### src/rtl/filtered_image_reader.sv
// Streams the filtered image out of filteredimage_ram in raster order on a valid/ready
// stream with sol/eol/eof markers; a 2-entry prefetch buffer hides the 1-cycle RAM latency.
module filtered_image_reader #(
   parameter int IMG_W  = 254,
   parameter int IMG_H  = 254,
   parameter int ADDR_W = 16
) (
   input  logic              clk,
   input  logic              rst,
   input  logic              start,
   output logic              busy,
   output logic              rd_en,
   output logic [ADDR_W-1:0] rd_addr,
   input  logic [7:0]        rd_data,
   output logic [7:0]        px_data,
   output logic              px_valid,
   input  logic              px_ready,
   output logic              px_sol,
   output logic              px_eol,
   output logic              px_eof,
   output logic              done
);

   localparam int XW = (IMG_W > 1) ? $clog2(IMG_W) : 1;
   localparam int YW = (IMG_H > 1) ? $clog2(IMG_H) : 1;
   localparam logic [ADDR_W-1:0] LAST_ADDR = ADDR_W'(IMG_W * IMG_H - 1);

   typedef enum logic [1:0] {IDLE, READ, DRAIN} state_t;

   typedef struct packed {
      logic sol;
      logic eol;
      logic eof;
   } flg_t;

   typedef struct packed {
      logic [7:0] data;
      flg_t       flg;
   } ent_t;

   state_t        state, state_nxt;
   logic [XW-1:0] x;
   logic [YW-1:0] y;
   flg_t          iss_flg, infl_flg;
   logic          infl;
   ent_t          e0, e1, new_ent;
   logic          v0, v1;
   logic          pop, push, frame_end;

   // Head entry is a plain register so the stream outputs never see px_ready.
   assign px_data  = e0.data;
   assign px_sol   = e0.flg.sol;
   assign px_eol   = e0.flg.eol;
   assign px_eof   = e0.flg.eof;
   assign px_valid = v0;

   always_comb begin
      pop         = v0 & px_ready;
      push        = infl;
      new_ent     = '{data: rd_data, flg: infl_flg};
      iss_flg.sol = (x == '0);
      iss_flg.eol = (x == XW'(IMG_W - 1));
      iss_flg.eof = iss_flg.eol && (y == YW'(IMG_H - 1));
      frame_end   = (state == DRAIN) && pop && e0.flg.eof;
      rd_en       = 1'b0;
      state_nxt   = state;
      case (state)
         IDLE: if (start) state_nxt = READ;
         READ: begin
            // Occupancy + in-flight below 2, or a slot frees up this cycle.
            rd_en = !(v1 | (v0 & infl)) | pop;
            if (rd_en && rd_addr == LAST_ADDR) state_nxt = DRAIN;
         end
         DRAIN: if (frame_end) state_nxt = IDLE;
         default: state_nxt = IDLE;
      endcase
   end

   always_ff @(posedge clk or negedge rst) begin
      if (!rst) begin
         state    <= IDLE;
         busy     <= 1'b0;
         done     <= 1'b0;
         rd_addr  <= '0;
         x        <= '0;
         y        <= '0;
         infl     <= 1'b0;
         infl_flg <= '0;
         e0       <= '0;
         e1       <= '0;
         v0       <= 1'b0;
         v1       <= 1'b0;
      end else begin
         state <= state_nxt;
         done  <= frame_end;
         infl  <= rd_en;
         if (state == IDLE && start) begin
            busy    <= 1'b1;
            rd_addr <= '0;
            x       <= '0;
            y       <= '0;
         end
         if (frame_end) begin
            busy    <= 1'b0;
            rd_addr <= '0;
         end
         if (rd_en) begin
            rd_addr  <= rd_addr + ADDR_W'(1);
            infl_flg <= iss_flg;
            if (iss_flg.eol) begin
               x <= '0;
               y <= iss_flg.eof ? '0 : y + YW'(1);
            end else begin
               x <= x + XW'(1);
            end
         end
         case ({push, pop})
            2'b10: begin
               if (!v0) begin
                  e0 <= new_ent;
                  v0 <= 1'b1;
               end else begin
                  e1 <= new_ent;
                  v1 <= 1'b1;
               end
            end
            2'b01: begin
               e0 <= e1;
               v0 <= v1;
               v1 <= 1'b0;
            end
            2'b11: begin
               if (v1) begin
                  e0 <= e1;
                  e1 <= new_ent;
               end else begin
                  e0 <= new_ent;
               end
            end
            default: ;
         endcase
      end
   end

endmodule

### config.mk
export PLATFORM = sky130hd
export DESIGN_NAME = filtered_image_reader
export DESIGN_NICKNAME = d
export VERILOG_FILES = /design/src/rtl/filtered_image_reader.sv
export SDC_FILE = /design/constraint.sdc
export NUM_CORES = 1
export LEC_CHECK = 0
export BUFFER_PORTS_ARGS = -buffer_cell sky130_fd_sc_hd__buf_2
export CAP_MARGIN = 40
export CORE_UTILIZATION = 28
export CTS_BUF_LIST = sky130_fd_sc_hd__clkbuf_2
export DETAILED_ROUTE_END_ITERATION = 8
export PLACE_DENSITY = 0.47
export SLEW_MARGIN = 15
export SYNTH_ARGS = -nofsm -noshare
export SYNTH_HDL_FRONTEND = slang
export SYNTH_SLANG_ARGS = --single-unit
### constraint.sdc
create_clock -name clk -period 5.38 [get_ports clk]
set_input_delay 1.076 -clock clk [delete_from_list [all_inputs] [get_ports clk]]
set_output_delay 1.076 -clock clk [all_outputs]
set_load 0.02 [all_outputs]
**Word level (Yosys, flattened, before mapping)**

Cells that the tools add are included.

- Register bits after elaboration: 64
- Bits of input ports: 12

- Add/sub/neg operators: 3
- Eq/ne operators: 14
- Muxes and demuxes: 26
- Bitwise gates (word level): 4
- Reduce and logical (&&, ||, !) cells: 18

Operators with widths:

| cell | count |
|---|---|
| two-way mux 8 bit | 7 |
| two-way mux 16 bit | 3 |
| two-way mux 11 bit | 4 |
| one-hot mux 11 bit (3 select lines) | 1 |
| one-hot mux 11 bit (2 select lines) | 1 |
| adder 16 x 1 -> 16 bit (second input constant) | 1 |
| adder 8 x 1 -> 8 bit (second input constant) | 2 |
| equality test 16 bit (second input constant) | 1 |
| equality test 8 bit (second input constant) | 2 |
| inequality test 2 bit (second input constant) | 6 |
| logical NOT 8 bit | 1 |
| nonzero test 2 bit | 4 |
| equality test 2 bit (second input constant) | 3 |
| two-way mux 2 bit | 3 |
| one-hot mux 2 bit (3 select lines) | 1 |
| AND reduction 3 bit | 2 |
| nonzero test 3 bit | 2 |
| logical AND 1 bit | 5 |
| equality test 2 x 1 -> 1 bit (second input constant) | 2 |
| two-way mux 1 bit | 4 |
| one-hot mux 1 bit (2 select lines) | 2 |
| AND reduction 2 bit | 2 |
| AND 1 bit | 2 |
| logical NOT 2 bit | 1 |
| other kinds (2) | 3 |

**Depth between registers and ports, before layout**

- Word-level depth: 7
- Gate-level depth with buffers: 8
- Depth with buffers taken out: 6

**Worst setup path after synthesis**

No wires, ideal clock.

- Path kind: input-to-output
- Start: input px_ready
- End: output rd_en
- Data arrival time: 1852 ps
- Setup slack: 2452 ps
- Stages: 5
- Cell sequence: and2_1 -> buf_6 -> o21ai_4 -> inv_2 -> buf_2

- Longest elaborated chain between the ends: 3

RTL lines:

| item | line | source |
|---|---|---|
| from (decl) | 17 | `input logic px_ready,` |
| AND 1 bit | 58 | `pop = v0 & px_ready;` |
| OR 1 bit | 71 | `rd_en = !(v1 \| (v0 & infl)) \| pop;` |
| two-way mux 1 bit | 67 | `case (state)` |
| to (decl) | 12 | `output logic rd_en,` |

No other way between the ends.

**Worst setup path after layout**

Ends and elaborated chain as after synthesis.

==> impl_results.md <==
* Most instantiated cells after synthesis: 64 x dfrtp_1, 29 x nand2_1, 22 x o21ai_0
* DR iter-0 viols at 191
* Die width at 110 µm
* Ys async rst share at 100%
* GP Congestion at 0.764
* Crit path launch: px_ready
* CP max FO at 37
* Top-count cell post-synth: dfrtp_1
* Layout cell share with drive strength beyond 1 at 21.0%
* Die Area at 12200 µm²
* Post-Syn Area at 3290 µm²
* PortBufs at 42
* Max IR drop VDD at 0.185 mV
* HP Start: px_data[5]$_DFFE_PN0P_
* Syn_nets at 343
* Clock Latency Late Sink at 530 ps
* Unrepaired setup endpoints after global routing: no
* Sw Ratio at 40.9%
* Top FF cell, synth: dfrtp_1
* Layout area overhead at 14.6%
* Status: complete, no violations
* Max stage delay cell, worst path: inv_2
* Clock Pin Slew Worst Setup and Hold Paths at 160 ps
* Longest Clk Path Bufs at 2
* Sequential share of the synthesized area at 48.7%
* # hold bufs at CTS at 0
* H-tree levels at 3
* FF-to-FF Start: state[0]$_DFFE_PN0P_
* Hold Crit Class: flip-flop to flip-flop
* Final Worst Setup Slack at 1680 ps
* DR pass1 iterations at 4
* Synth top area share at 48.7%
* Startpoint Class: input pin
* Hpwl dp at 5080 µm
* Top cells by area, synth: dfrtp_1 49%, mux2_2 4.1%, ha_1 3.4%, o21ai_0 3.3%, nand2_1 3.3%
* Inserted Diodes at 0
* DRT Wirelength at 7410 µm
* Final worst path period share at 68.7%
* Final Setup Violations at 0
* Final ANT Viol Nets at 0
* Cell mode on critical path: buf_2
* CP peak stage delay at 510 ps
* Total CTS buffers at 9
* Vias at 2622
* Netlist cell types at 47
* Final Skew at 23.0 ps
* Reg-to-reg slack, setup at 2920 ps
* Power Dens Cells at 427 nW/µm²
* Part of the power in registers at 43.3%
* Std cell rows at 39
* First-pass GRT wire length at 12800 µm
* Vias/cell at 5.10
* Final Critical Period at 3700 ps
* Relative max-transition margin at 49.1%
* WP data arrival at 2620 ps
* CTS resizes at 0
* Leakage at 1.73 nW
* Post-synth EDFFs at 0
* Root buffer cell: clkbuf_2
* Clock power share at 17.6%
* Vias in the first global route at 2567
* Hold Crit Depth at 2
* Kind of critical path: input pin to output pin
* Setup WS pre-CTS at 1670 ps
* Setup TNS at 0 ps
* Worst path cell trace: buf_2 > and2_1 > o21ai_4 > buf_4 > inv_2 > buf_2
* Synth Register Bits at 64
* Switching pwr at 0.659 mW
* Worst Tran Pin Value at 760 ps
* # DRC at 0
* Fin nets at 388
* Placeable Area at 11400 µm²
* Reg2Reg Depth at 6
* Max Cap Viol at 0
* Final Hold Fails at 0
* Remaining global-route overflow at 0
* GRT Overall Usage at 13.1%
* Largest net degree at the start of global routing at 38
* CTS tree: done
* DR WL/cell at 14.4 µm
* Clock Sink Count at 64
* Post-CTS Setup Inserts at 0
* Int Pwr at 0.951 mW
* Area leader, netlist: dfrtp_1
* Warning count from the yosys run at 0
* Syn Area/Cell at 10.2 µm²
* Slew Viols, Final at 0
* Maximum clock frequency at 0.271 GHz
* Initial antenna violation count at 0
* Cells after Synth at 322
* Die Y at 110 µm
* I/O pin count at 43
* Required time of the critical path at 4300 ps
* Crit end category: output pin
* Comb pwr share at 39.1%
* Initial Utilization at 28.8%
## power by group through the flow
stage / registers [mW] / clock network [mW] / logic [mW]
3_3_place_gp: 0.705 / 0 / 0.626
3_5_place_dp: 0.709 / 0 / 0.639
2_1_floorplan: 0.732 / 0 / 0.438
4_1_cts: 0.698 / 0.303 / 0.641
6_report: 0.697 / 0.283 / 0.630
5_1_grt: 0.720 / 0.326 / 0.700
## stage by stage
stage | hold slack, ps | instance area, µm² | util (%) | total power [mW] | cells
floorplan | 456 | 3290 | - | 1.17 | 322
global placement | 458 | 3630 | 31.8 | 1.33 | 496
detailed placement | 466 | 3670 | 32.1 | 1.35 | 499
CTS | 473 | 3770 | 33.0 | 1.64 | 514
global route | 487 | 3770 | 33.0 | 1.75 | 514
finish | 497 | 3770 | 33.0 | 1.61 | 514
## final timing paths
check | end
worst min register to register | px_data[5]$_DFFE_PN0P_
max in group asynchronous | state[1]$_DFFE_PN0P_
worst max-delay path | rd_en
min in group asynchronous | x[1]$_DFFE_PN0P_
worst min-delay path | px_data[5]$_DFFE_PN0P_
worst max register to register | rd_addr[4]$_DFFE_PN0P_
## area by class of cell
| class | count | area [µm²] |
|---|---|---|
| Fill cell | 1219 | 7640 |
| Sequential cell | 64 | 1600 |
| Multi-Input combinational cell | 233 | 1580 |
| Timing Repair Buffer | 48 | 268 |
| Tap cell | 143 | 179 |
| Clock inverter | 6 | 61.3 |
| Clock buffer | 9 | 45.0 |
| Inverter | 11 | 41.3 |
## logic make-up (layout without fill, tap and decap cells)
logic type | count (synthesis) | in the layout | synth area share (%)
AOI/OAI and AO/OA | 90 | 90 | 19.4
and+or+nand+nor | 110 | 110 | 17.3
DFF | 64 | 64 | 48.7
muxes | 23 | 23 | 7.53
adders and majority gates | 9 | 9 | 3.42
xor gates and xnor gates | 1 | 1 | 0.266
buffers and inverters | 25 | 74 | 3.42
## placed cells by master (no fill, tap or decap), types with 7 or more instances in the layout
| cell | netlist | routed |
|---|---|---|
| nand3_1 | 18 | 18 |
| a21oi_1 | 8 | 8 |
| o21ai_0 | 22 | 22 |
| a31oi_1 | 15 | 15 |
| mux2_2 | 12 | 12 |
| and3_1 | 12 | 12 |
| buf_2 | 6 | 42 |
| a22oi_1 | 11 | 11 |
| nor3_1 | 8 | 8 |
| ha_1 | 9 | 9 |
| clkbuf_2 | 0 | 9 |
| a21o_1 | 7 | 7 |
| nand2_1 | 29 | 29 |
| inv_1 | 10 | 10 |
| mux2i_1 | 9 | 9 |
| a22o_1 | 8 | 8 |
| dfrtp_1 | 64 | 64 |
| nor2_1 | 12 | 12 |
## worst max-delay path: cells and delay by family
kind / cells / cell delay, ps
buffers and inverters: 4 / 1110
and+or+nand+nor: 1 / 320
AOI/OAI and AO/OA: 1 / 90
## metal layers
| layer | up-vias | global-route usage [%] | share of wire, % |
|---|---|---|---|
| met5 | - | 0 | 0 |
| met4 | 0 | 6.49 | 1.8 |
| met3 | 14 | 3.68 | 3.9 |
| met2 | 47 | 19.4 | 45 |
| met1 | 1259 | 17.5 | 49 |
| li1 | 1302 | - | - |
## registers in the layout, summed over array words and instances (netlist names)
| name | flops |
|---|---|
| infl | 1 |
| done | 1 |
| e1 | 11 |
| rd_addr | 16 |
| px_eof | 1 |
| x | 8 |
| state | 2 |
| y | 8 |
| px_sol | 1 |
| infl_flg | 3 |
| v1 | 1 |
| px_data | 8 |
| px_eol | 1 |
| px_valid | 1 |
| busy | 1 |
Note: power is estimated with default switching activity, not from simulation.
